$ cat src/rtl/tdc_pkg.sv
// Shared definitions for the TDC launch/capture path and the delay line.
// FSM state codes, result field positions and the popcount width helper.
package tdc_pkg;

   typedef enum logic [2:0] {
      ST_IDLE    = 3'd0,
      ST_LAUNCH  = 3'd1,
      ST_SAMPLE  = 3'd2,
      ST_ENCODE  = 3'd3,
      ST_RECOVER = 3'd4,
      ST_OUT     = 3'd5
   } tdc_state_e;

   localparam int RES_W       = 8;
   localparam int RES_SAT     = 7;
   localparam int RES_ZERO    = 6;
   localparam int RES_MEAN_HI = 5;
   localparam int RES_MEAN_LO = 0;
   localparam int MEAN_W      = RES_MEAN_HI - RES_MEAN_LO + 1;

   function automatic int pop_w(input int n);
      return $clog2(n + 1);
   endfunction

endpackage

$ cat src/rtl/tdc_launch_capture_if.sv
// Result handshake between the launch/capture block and its consumer.
// Master presents res_o/res_valid; slave returns res_ready.
interface tdc_launch_capture_if;
   import tdc_pkg::*;

   logic [RES_W-1:0] res_o;
   logic             res_valid;
   logic             res_ready;

   modport master (
      output res_o,
      output res_valid,
      input  res_ready
   );

   modport slave (
      input  res_o,
      input  res_valid,
      output res_ready
   );

endinterface

$ cat src/rtl/tdc_thermo_popcount.sv
// Bubble-tolerant thermometer encoder: counts set taps.
// Each bubble costs at most one LSB, unlike a first-zero search.
module tdc_thermo_popcount
   import tdc_pkg::*;
#(
   parameter int N_DELAY = 32
) (
   input  logic [N_DELAY-1:0]          bits,
   output logic [pop_w(N_DELAY)-1:0]   ones
);

   localparam int PW = pop_w(N_DELAY);

   always_comb begin
      ones = '0;
      for (int i = 0; i < N_DELAY; i++) begin
         ones = ones + PW'(bits[i]);
      end
   end

endmodule

$ cat src/rtl/tdc_launch_capture.sv
// Launches the delay-line start edge, captures the thermometer code,
// encodes it and averages 2^AVG_LOG2 shots into an 8-bit result.
module tdc_launch_capture
   import tdc_pkg::*;
#(
   parameter int N_DELAY  = 32,
   parameter int SETTLE   = 2,
   parameter int AVG_LOG2 = 2
) (
   input  logic                 clk,
   input  logic                 rst_n,
   input  logic                 trig,
   output logic                 start_o,
   input  logic [N_DELAY-1:0]   therm_i,
   output logic                 busy,
   tdc_launch_capture_if.master res
);

   localparam int PW = pop_w(N_DELAY);
   localparam int AW = PW + AVG_LOG2;
   localparam int CW = (SETTLE > 1) ? $clog2(SETTLE) : 1;
   localparam int SW = AVG_LOG2 + 1;

   localparam logic [SW-1:0] SHOTS    = SW'(1 << AVG_LOG2);
   localparam logic [CW-1:0] CNT_LAST = CW'(SETTLE - 1);
   localparam logic [PW-1:0] FULL     = PW'(N_DELAY);

   tdc_state_e state;
   tdc_state_e state_n;

   logic [CW-1:0]      cnt;
   logic [SW-1:0]      shots;
   logic [AW-1:0]      acc;
   logic [AW-1:0]      acc_avg;
   logic               sat;
   logic               zero;
   logic [N_DELAY-1:0] cap1;
   logic [N_DELAY-1:0] cap2;
   logic [PW-1:0]      ones;
   logic [RES_W-1:0]   res_d;
   logic               settle_done;
   logic               shots_done;
   logic               take;

   tdc_thermo_popcount #(
      .N_DELAY (N_DELAY)
   ) u_pop (
      .bits (cap2),
      .ones (ones)
   );

   assign settle_done = (cnt == CNT_LAST);
   assign shots_done  = (shots == SHOTS);
   assign take        = res.res_valid && res.res_ready;
   assign start_o     = (state == ST_LAUNCH) || (state == ST_SAMPLE);
   assign busy        = (state != ST_IDLE);
   assign acc_avg     = acc >> AVG_LOG2;

   always_comb begin
      res_d = '0;
      res_d[RES_SAT]  = sat;
      res_d[RES_ZERO] = zero;
      res_d[RES_MEAN_HI:RES_MEAN_LO] = MEAN_W'(acc_avg);
   end

   always_comb begin
      state_n = state;
      unique case (state)
         ST_IDLE: begin
            if (trig) state_n = ST_LAUNCH;
         end
         ST_LAUNCH: begin
            if (settle_done) state_n = ST_SAMPLE;
         end
         ST_SAMPLE: begin
            state_n = ST_ENCODE;
         end
         ST_ENCODE: begin
            state_n = ST_RECOVER;
         end
         ST_RECOVER: begin
            if (settle_done) begin
               state_n = shots_done ? ST_OUT : ST_LAUNCH;
            end
         end
         ST_OUT: begin
            if (take) state_n = ST_IDLE;
         end
         default: begin
            state_n = ST_IDLE;
         end
      endcase
   end

   always_ff @(posedge clk or negedge rst_n) begin
      if (!rst_n) begin
         state <= ST_IDLE;
      end else begin
         state <= state_n;
      end
   end

   always_ff @(posedge clk or negedge rst_n) begin
      if (!rst_n) begin
         cnt <= '0;
      end else if (state_n != state) begin
         cnt <= '0;
      end else if (state == ST_LAUNCH || state == ST_RECOVER) begin
         cnt <= cnt + CW'(1);
      end
   end

   // therm_i is asynchronous: two flops, only the second one is encoded
   always_ff @(posedge clk or negedge rst_n) begin
      if (!rst_n) begin
         cap1 <= '0;
         cap2 <= '0;
      end else begin
         cap1 <= therm_i;
         cap2 <= cap1;
      end
   end

   always_ff @(posedge clk or negedge rst_n) begin
      if (!rst_n) begin
         acc   <= '0;
         shots <= '0;
         sat   <= 1'b0;
         zero  <= 1'b0;
      end else if (state == ST_IDLE && trig) begin
         acc   <= '0;
         shots <= '0;
         sat   <= 1'b0;
         zero  <= 1'b0;
      end else if (state == ST_ENCODE) begin
         acc   <= acc + AW'(ones);
         shots <= shots + SW'(1);
         sat   <= sat | (ones == FULL);
         zero  <= zero | (ones == '0);
      end
   end

   // res_o latches on OUT entry; valid follows one cycle later
   always_ff @(posedge clk or negedge rst_n) begin
      if (!rst_n) begin
         res.res_o     <= '0;
         res.res_valid <= 1'b0;
      end else begin
         if (state == ST_RECOVER && state_n == ST_OUT) begin
            res.res_o <= res_d;
         end
         if (take) begin
            res.res_valid <= 1'b0;
         end else if (state == ST_OUT) begin
            res.res_valid <= 1'b1;
         end
      end
   end

endmodule
$ cat src/flat_wrapper.sv
// flat-port wrapper written by rule: the top's interface ports become plain ports
module tdc_launch_capture_flat import tdc_pkg::*;
#(
   parameter int N_DELAY  = 32,
   parameter int SETTLE   = 2,
   parameter int AVG_LOG2 = 2
)
  (clk, rst_n, trig, start_o, therm_i, busy, res_res_o, res_res_valid, res_res_ready);
  tdc_launch_capture_if res_i ();
  input  logic clk;
  input  logic rst_n;
  input  logic trig;
  output logic start_o;
  input  logic [N_DELAY-1:0] therm_i;
  output logic busy;
  output wire logic [$bits(res_i.res_o)-1:0] res_res_o;
  output wire logic [$bits(res_i.res_valid)-1:0] res_res_valid;
  input wire logic [$bits(res_i.res_ready)-1:0] res_res_ready;
  assign res_res_o = res_i.res_o;
  assign res_res_valid = res_i.res_valid;
  assign res_i.res_ready = res_res_ready;
  tdc_launch_capture #(.N_DELAY(N_DELAY), .SETTLE(SETTLE), .AVG_LOG2(AVG_LOG2)) u_core (.clk(clk), .rst_n(rst_n), .trig(trig), .start_o(start_o), .therm_i(therm_i), .busy(busy), .res(res_i));
endmodule
$ cat config.mk
export PLATFORM = sky130hd
export DESIGN_NAME = tdc_launch_capture_flat
export DESIGN_NICKNAME = d
export VERILOG_FILES = /design/src/rtl/tdc_pkg.sv /design/src/rtl/tdc_launch_capture_if.sv /design/src/rtl/tdc_thermo_popcount.sv /design/src/rtl/tdc_launch_capture.sv /design/src/flat_wrapper.sv
export SDC_FILE = /design/constraint.sdc
export NUM_CORES = 1
export LEC_CHECK = 0
export ABC_CLOCK_PERIOD_IN_PS = 7860
export CAP_MARGIN = 20
export CORE_UTILIZATION = 45
export DETAILED_ROUTE_END_ITERATION = 12
export PLACE_DENSITY = 0.68
export REMOVE_ABC_BUFFERS = 1
export SETUP_SLACK_MARGIN = 0.3
export SLEW_MARGIN = 10
export SYNTH_ARGS = -nofsm -noshare
export SYNTH_HDL_FRONTEND = slang
export SYNTH_HIERARCHICAL = 1
export SYNTH_SLANG_ARGS = --single-unit
$ cat constraint.sdc
create_clock -name clk -period 7.86 [get_ports clk]
set_input_delay 1.572 -clock clk [delete_from_list [all_inputs] [get_ports clk]]
set_output_delay 1.572 -clock clk [all_outputs]
set_load 0.1 [all_outputs]
# Yosys cells after proc, flatten, opt, wreduce, memory -nomap -nowiden
# Cells that the tools add are included.
# totals
wordCells,84
out_inout_bits,11
register_bits,90
inputBits,36
# op_classes
add_sub_neg,34
n_mux,18
n_bitwise,2
reduce_logical,11
n_eq_ne,9
# ops
cell,count
6-bit by 1-bit adder with 6-bit output,26
3-bit 2-to-1 mux,7
3-bit case mux with 6 select lines,1
8-bit 2-to-1 mux,2
"3-bit equality test, second input constant",4
8-bit by 6-bit adder with 8-bit output,1
1-bit 2-to-1 mux,8
5-bit by 1-bit adder with 6-bit output,1
"3-bit by 2-bit equality test with 1-bit output, second input constant",2
"6-bit equality test, second input constant",1
6-bit zero test,1
2-bit nonzero test,3
4-bit by 1-bit adder with 5-bit output,1
3-bit by 1-bit adder with 4-bit output,1
2-bit by 1-bit adder with 3-bit output,1
"3-bit by 1-bit adder with 3-bit output, second input constant",1
"3-bit by 1-bit equality test with 1-bit output, second input constant",1
1-bit logical AND,3
3-bit zero test,1
3-bit inequality test,1
3-bit nonzero test,1
1-bit by 1-bit adder with 2-bit output,1
1-bit logical OR,2
1-bit bitwise OR,2
"1-bit adder, second input constant",1

# Longest topological paths before layout
# logic_depth
depth_word,35
mapped_depth,21
mapped_depth_nobuf,21

# Modules after synthesis
# The synthesis kept the hierarchy.
# modules_own_cells
module,area_per_inst_um2,cells_each,instances,seq_area_each_um2
tdc_launch_capture,3134.3,210,1,2252.2
tdc_thermo_popcount,758.2,73,1,0.0

# Worst setup path before layout
# Ideal clock, no wire load.
# synth_timing
kind,register to register
startpoint,register u_core.cap2[0]
endpoint,register u_core.acc[7]
stages_incl_launch_ff,21
slack_ns,2.555
setup_ns,0.079
arrival_ns,5.225
required_time_ns,7.781
cell_sequence,dfrtp_1 inv_1 fa_1 inv_1 fa_1 fa_1 fa_1 fa_1 inv_1 fa_1 inv_1 ha_1 inv_1 fa_1 nand2b_1 a21oi_2 xor2_1 ha_1 or2_2 o2111ai_1 mux2i_1
# synth_via
elab_chain_cells,34
# synth_lines
element,line_no,text
start: declaration,tdc_launch_capture.sv:38,logic [N_DELAY-1:0] cap2;
start signal: assignment,tdc_launch_capture.sv:120,cap2 <= cap1;
1-bit by 1-bit adder with 2-bit output,tdc_thermo_popcount.sv:17,ones = ones + PW'(bits[i]);
2-bit by 1-bit adder with 3-bit output,tdc_thermo_popcount.sv:17,
3-bit by 1-bit adder with 4-bit output,tdc_thermo_popcount.sv:17,
4-bit by 1-bit adder with 5-bit output,tdc_thermo_popcount.sv:17,
5-bit by 1-bit adder with 6-bit output,tdc_thermo_popcount.sv:17,
6-bit by 1-bit adder with 6-bit output (26 in a row),tdc_thermo_popcount.sv:17,
named net u_core.ones[4],tdc_launch_capture.sv:39,logic [PW-1:0] ones;
8-bit by 6-bit adder with 8-bit output,tdc_launch_capture.sv:136,acc <= acc + AW'(ones);
8-bit 2-to-1 mux,tdc_launch_capture.sv:135,end else if (state == ST_ENCODE) begin
8-bit 2-to-1 mux,tdc_launch_capture.sv:130,end else if (state == ST_IDLE && trig) begin
end signal: assignment,tdc_launch_capture.sv:136,
end: declaration,tdc_launch_capture.sv:33,logic [AW-1:0] acc;
# The timed path passes the listed nets, and every way through them passes these cells. The select of a mux whose other input is x is not followed.
# A chain may end at the register's enable or synchronous reset.

# Worst setup path in the final report
# Ends and elaborated chain as after synthesis.

==> impl_metrics.tcl <==
set metrics [dict create \
    ys.flop_type "dfrtp_1" \
    first_global_vias 2146 \
    port_buffers 46 \
    grt_use_total_pct 14.0 \
    grt_pass1_wl_mm 9.47 \
    r2r_cells 21 \
    yosysWarningCount 6 \
    crit_type "reg -> reg" \
    start_kind "flop" \
    cts_hold_buffers 0 \
    place_area_um2 4440 \
    grt_setup_unrepaired "no" \
    min_period_ns 5.58 \
    layout-drive-gt1-share_pct 11.8 \
    critical_path_required_ns 8.16 \
    reg2reg_setup_slack_ns 2.28 \
    netlist-cell-type-count 42 \
    yosysSeqAreaShare_pct 57.9 \
    die_area_um2 9030 \
    cts-buffers-inserted 9 \
    critPathCapture "u_core/acc[7]" \
    r2r_start "u_core/cap2[0]" \
    htreeDepth 3 \
    status "finished clean" \
    worstMarginPinSlew_ns 0.966 \
    syn_avg_cell_area_um2 13.8 \
    yosys.area.top_type_share_pct 57.9 \
    ys_ff_latch 90 \
    yosysTopAreaCell "dfrtp_1" \
    drv_cap 0 \
    cts_tree "yes" \
    die_height_um 95.0 \
    antenna_found_initial 0 \
    coreArea_um2 8300 \
    die_w_um 95.0 \
    period_share_pct 71.0 \
    finClkSkew_ns 0.0163 \
    worstReg2RegEnd "u_core/acc[7]" \
    setup_viol 0 \
    cts_root_buf "clkbuf_8" \
    yosys-top-cells-area "dfrtp_1 58%, fa_1 13%, ha_1 4.8%" \
    synthesis.area_um2 3890 \
    pin_count 47 \
    fmax_mhz 179 \
    drc 0 \
    synthCells 283 \
    worst_ep_arrival_time_ns 5.87 \
    num_rows 33 \
    grt_max_degree 91 \
    hold_violations 0 \
    fin_area_um2 4670 \
    dr.first_iter.drc_count 70 \
    clk_latency_ns 0.36 \
    cts_sinks 90 \
    hold_class "reg -> reg" \
    end_kind "flop" \
    firstDrtPassIters 4 \
    cts_buffer_depth 2 \
    ant_nets 0 \
    num_antenna_cells 0 \
    async_flop_share_pct 100 \
    nNetsFinal 411 \
    crit_path_start "u_core/cap2[0]" \
    post-dp-hpwl_mm 3.82 \
    initial_core_util_pct 46.9 \
    avgViaCountPerCell 4.71 \
    overflow 0 \
    wl_per_cell_um 12.2 \
    cts.clk_slew.worst_paths_ns 0.10 \
    max_slew_margin_pct 35.4 \
    place.gp.congestion 0.802 \
    num_vias 2094 \
    cts_resized 0 \
    synth_edf_count 0 \
    wl_mm 5.45 \
    fin_tns_setup_ns 0 \
    slew_viol_final 0 \
    synthToLayoutAreaGrowth_pct 19.9 \
    post_cts_buffers 0 \
    worstPathMaxFanout 5 \
]
cell usage after synthesis (3+ instances only):
cell type and count:
a211oi_1 5, a21o_1 3, a21oi_1 8, buf_2 3, dfrtp_1 90, fa_1 25, ha_1 15, inv_1 38
mux2_4 8, mux2i_1 5, nand2_1 15, nand2b_1 6, nand3_1 5, nor2_1 14, nor2b_1 3, o21ai_0 9
registers in the layout, indices dropped and copies added, names as in the netlist:
register              count
u_core/cap1              32
u_core/cap2              32
u_core/acc                8
u_core/res.res_o          8
u_core/shots              3
u_core/state              3
u_core/cnt                1
u_core/res.res_valid      1
u_core/sat                1
u_core/zero               1
routing by layer:
layer	wire length, um	share of wire (%)	vias to the layer above	track usage, %
li1	-	-	1017	-
met1	2520	46	1029	18.1
met2	2610	48	40	21.6
met3	217	4.0	8	4.27
met4	95	1.7	0	6.82
met5	0	0	-	0
stage by stage:
step	worst slack, ns	hold slack, ns	util, %	std cells
final	2.28	0.352	56.2	445
after detailed placement	2.26	0.335	53.5	428
after floorplan	2.56	0.331	-	277
after global routing	1.88	0.362	56.2	445
after global placement	2.26	0.334	53.5	428
after CTS	2.26	0.348	55.9	444
cells in the final DEF, fill, tap and decap left out, drive strengths merged, types with 4 or more instances in the layout:
cell | synthesis | routed
clkdlybuf4s50 | 0 | 45
o21ai | 10 | 10
nand2 | 15 | 15
a211oi | 6 | 6
a21oi | 10 | 10
ha | 15 | 15
clkbuf | 1 | 9
a21o | 4 | 4
nor2 | 14 | 14
fa | 25 | 25
mux2i | 5 | 5
nand3 | 5 | 5
mux2 | 8 | 8
dfrtp | 90 | 90
nand2b | 6 | 6
or2 | 4 | 4
inv | 38 | 40
worst max-delay path, stage by stage, from the launching register on:
cell       delay, ns
dfrtp_1         0.33
inv_1           0.05
fa_1            0.52
inv_1           0.05
fa_1            0.53
fa_1            0.45
fa_1            0.49
fa_1            0.52
inv_1           0.05
fa_1            0.43
inv_1           0.07
ha_1            0.17
inv_1           0.06
fa_1            0.40
nand2b_1        0.17
a21oi_2         0.13
xor2_1          0.22
ha_1            0.32
o21ai_0         0.18
nand2b_1        0.07
o2111ai_1       0.12
mux2i_1         0.20
final cells by class:
| cell class | count | area [um2] |
|---|---|---|
| Timing Repair Buffer | 47 | 485 |
| Multi-Input combinational cell | 149 | 1460 |
| Inverter | 38 | 143 |
| Clock inverter | 7 | 73.8 |
| Clock buffer | 9 | 124 |
| Fill cell | 674 | 3630 |
| Tap cell | 105 | 131 |
| Sequential cell | 90 | 2250 |
worst min-delay path by stage:
stage	startpoint	to	slack, ns	cells past startpoint
2_1_floorplan	u_core/cap1[0]	u_core/cap2[0]	0.33	0
3_3_place_gp	u_core/cap1[12]	u_core/cap2[12]	0.33	0
3_5_place_dp	u_core/cap1[19]	u_core/cap2[19]	0.33	0
4_1_cts	u_core/cap1[26]	u_core/cap2[26]	0.35	0
5_1_grt	u_core/cap1[20]	u_core/cap2[20]	0.36	0
6_report	u_core/cap1[26]	u_core/cap2[26]	0.35	0
kinds of logic after synthesis:
family          after synthesis  share of synthesized area (%)
compound gates               37                           7.20
xor+xnor                      4                          0.900
fa+ha+maj                    40                           17.7
buf+inv                      44                           4.73
flops                        90                           57.9
mux                          13                           4.37
simple gates                 55                           7.26
Power is left out: the tool's default activity adds up to more than one toggle a clock period on the data nets, which glitch-free logic cannot reach.
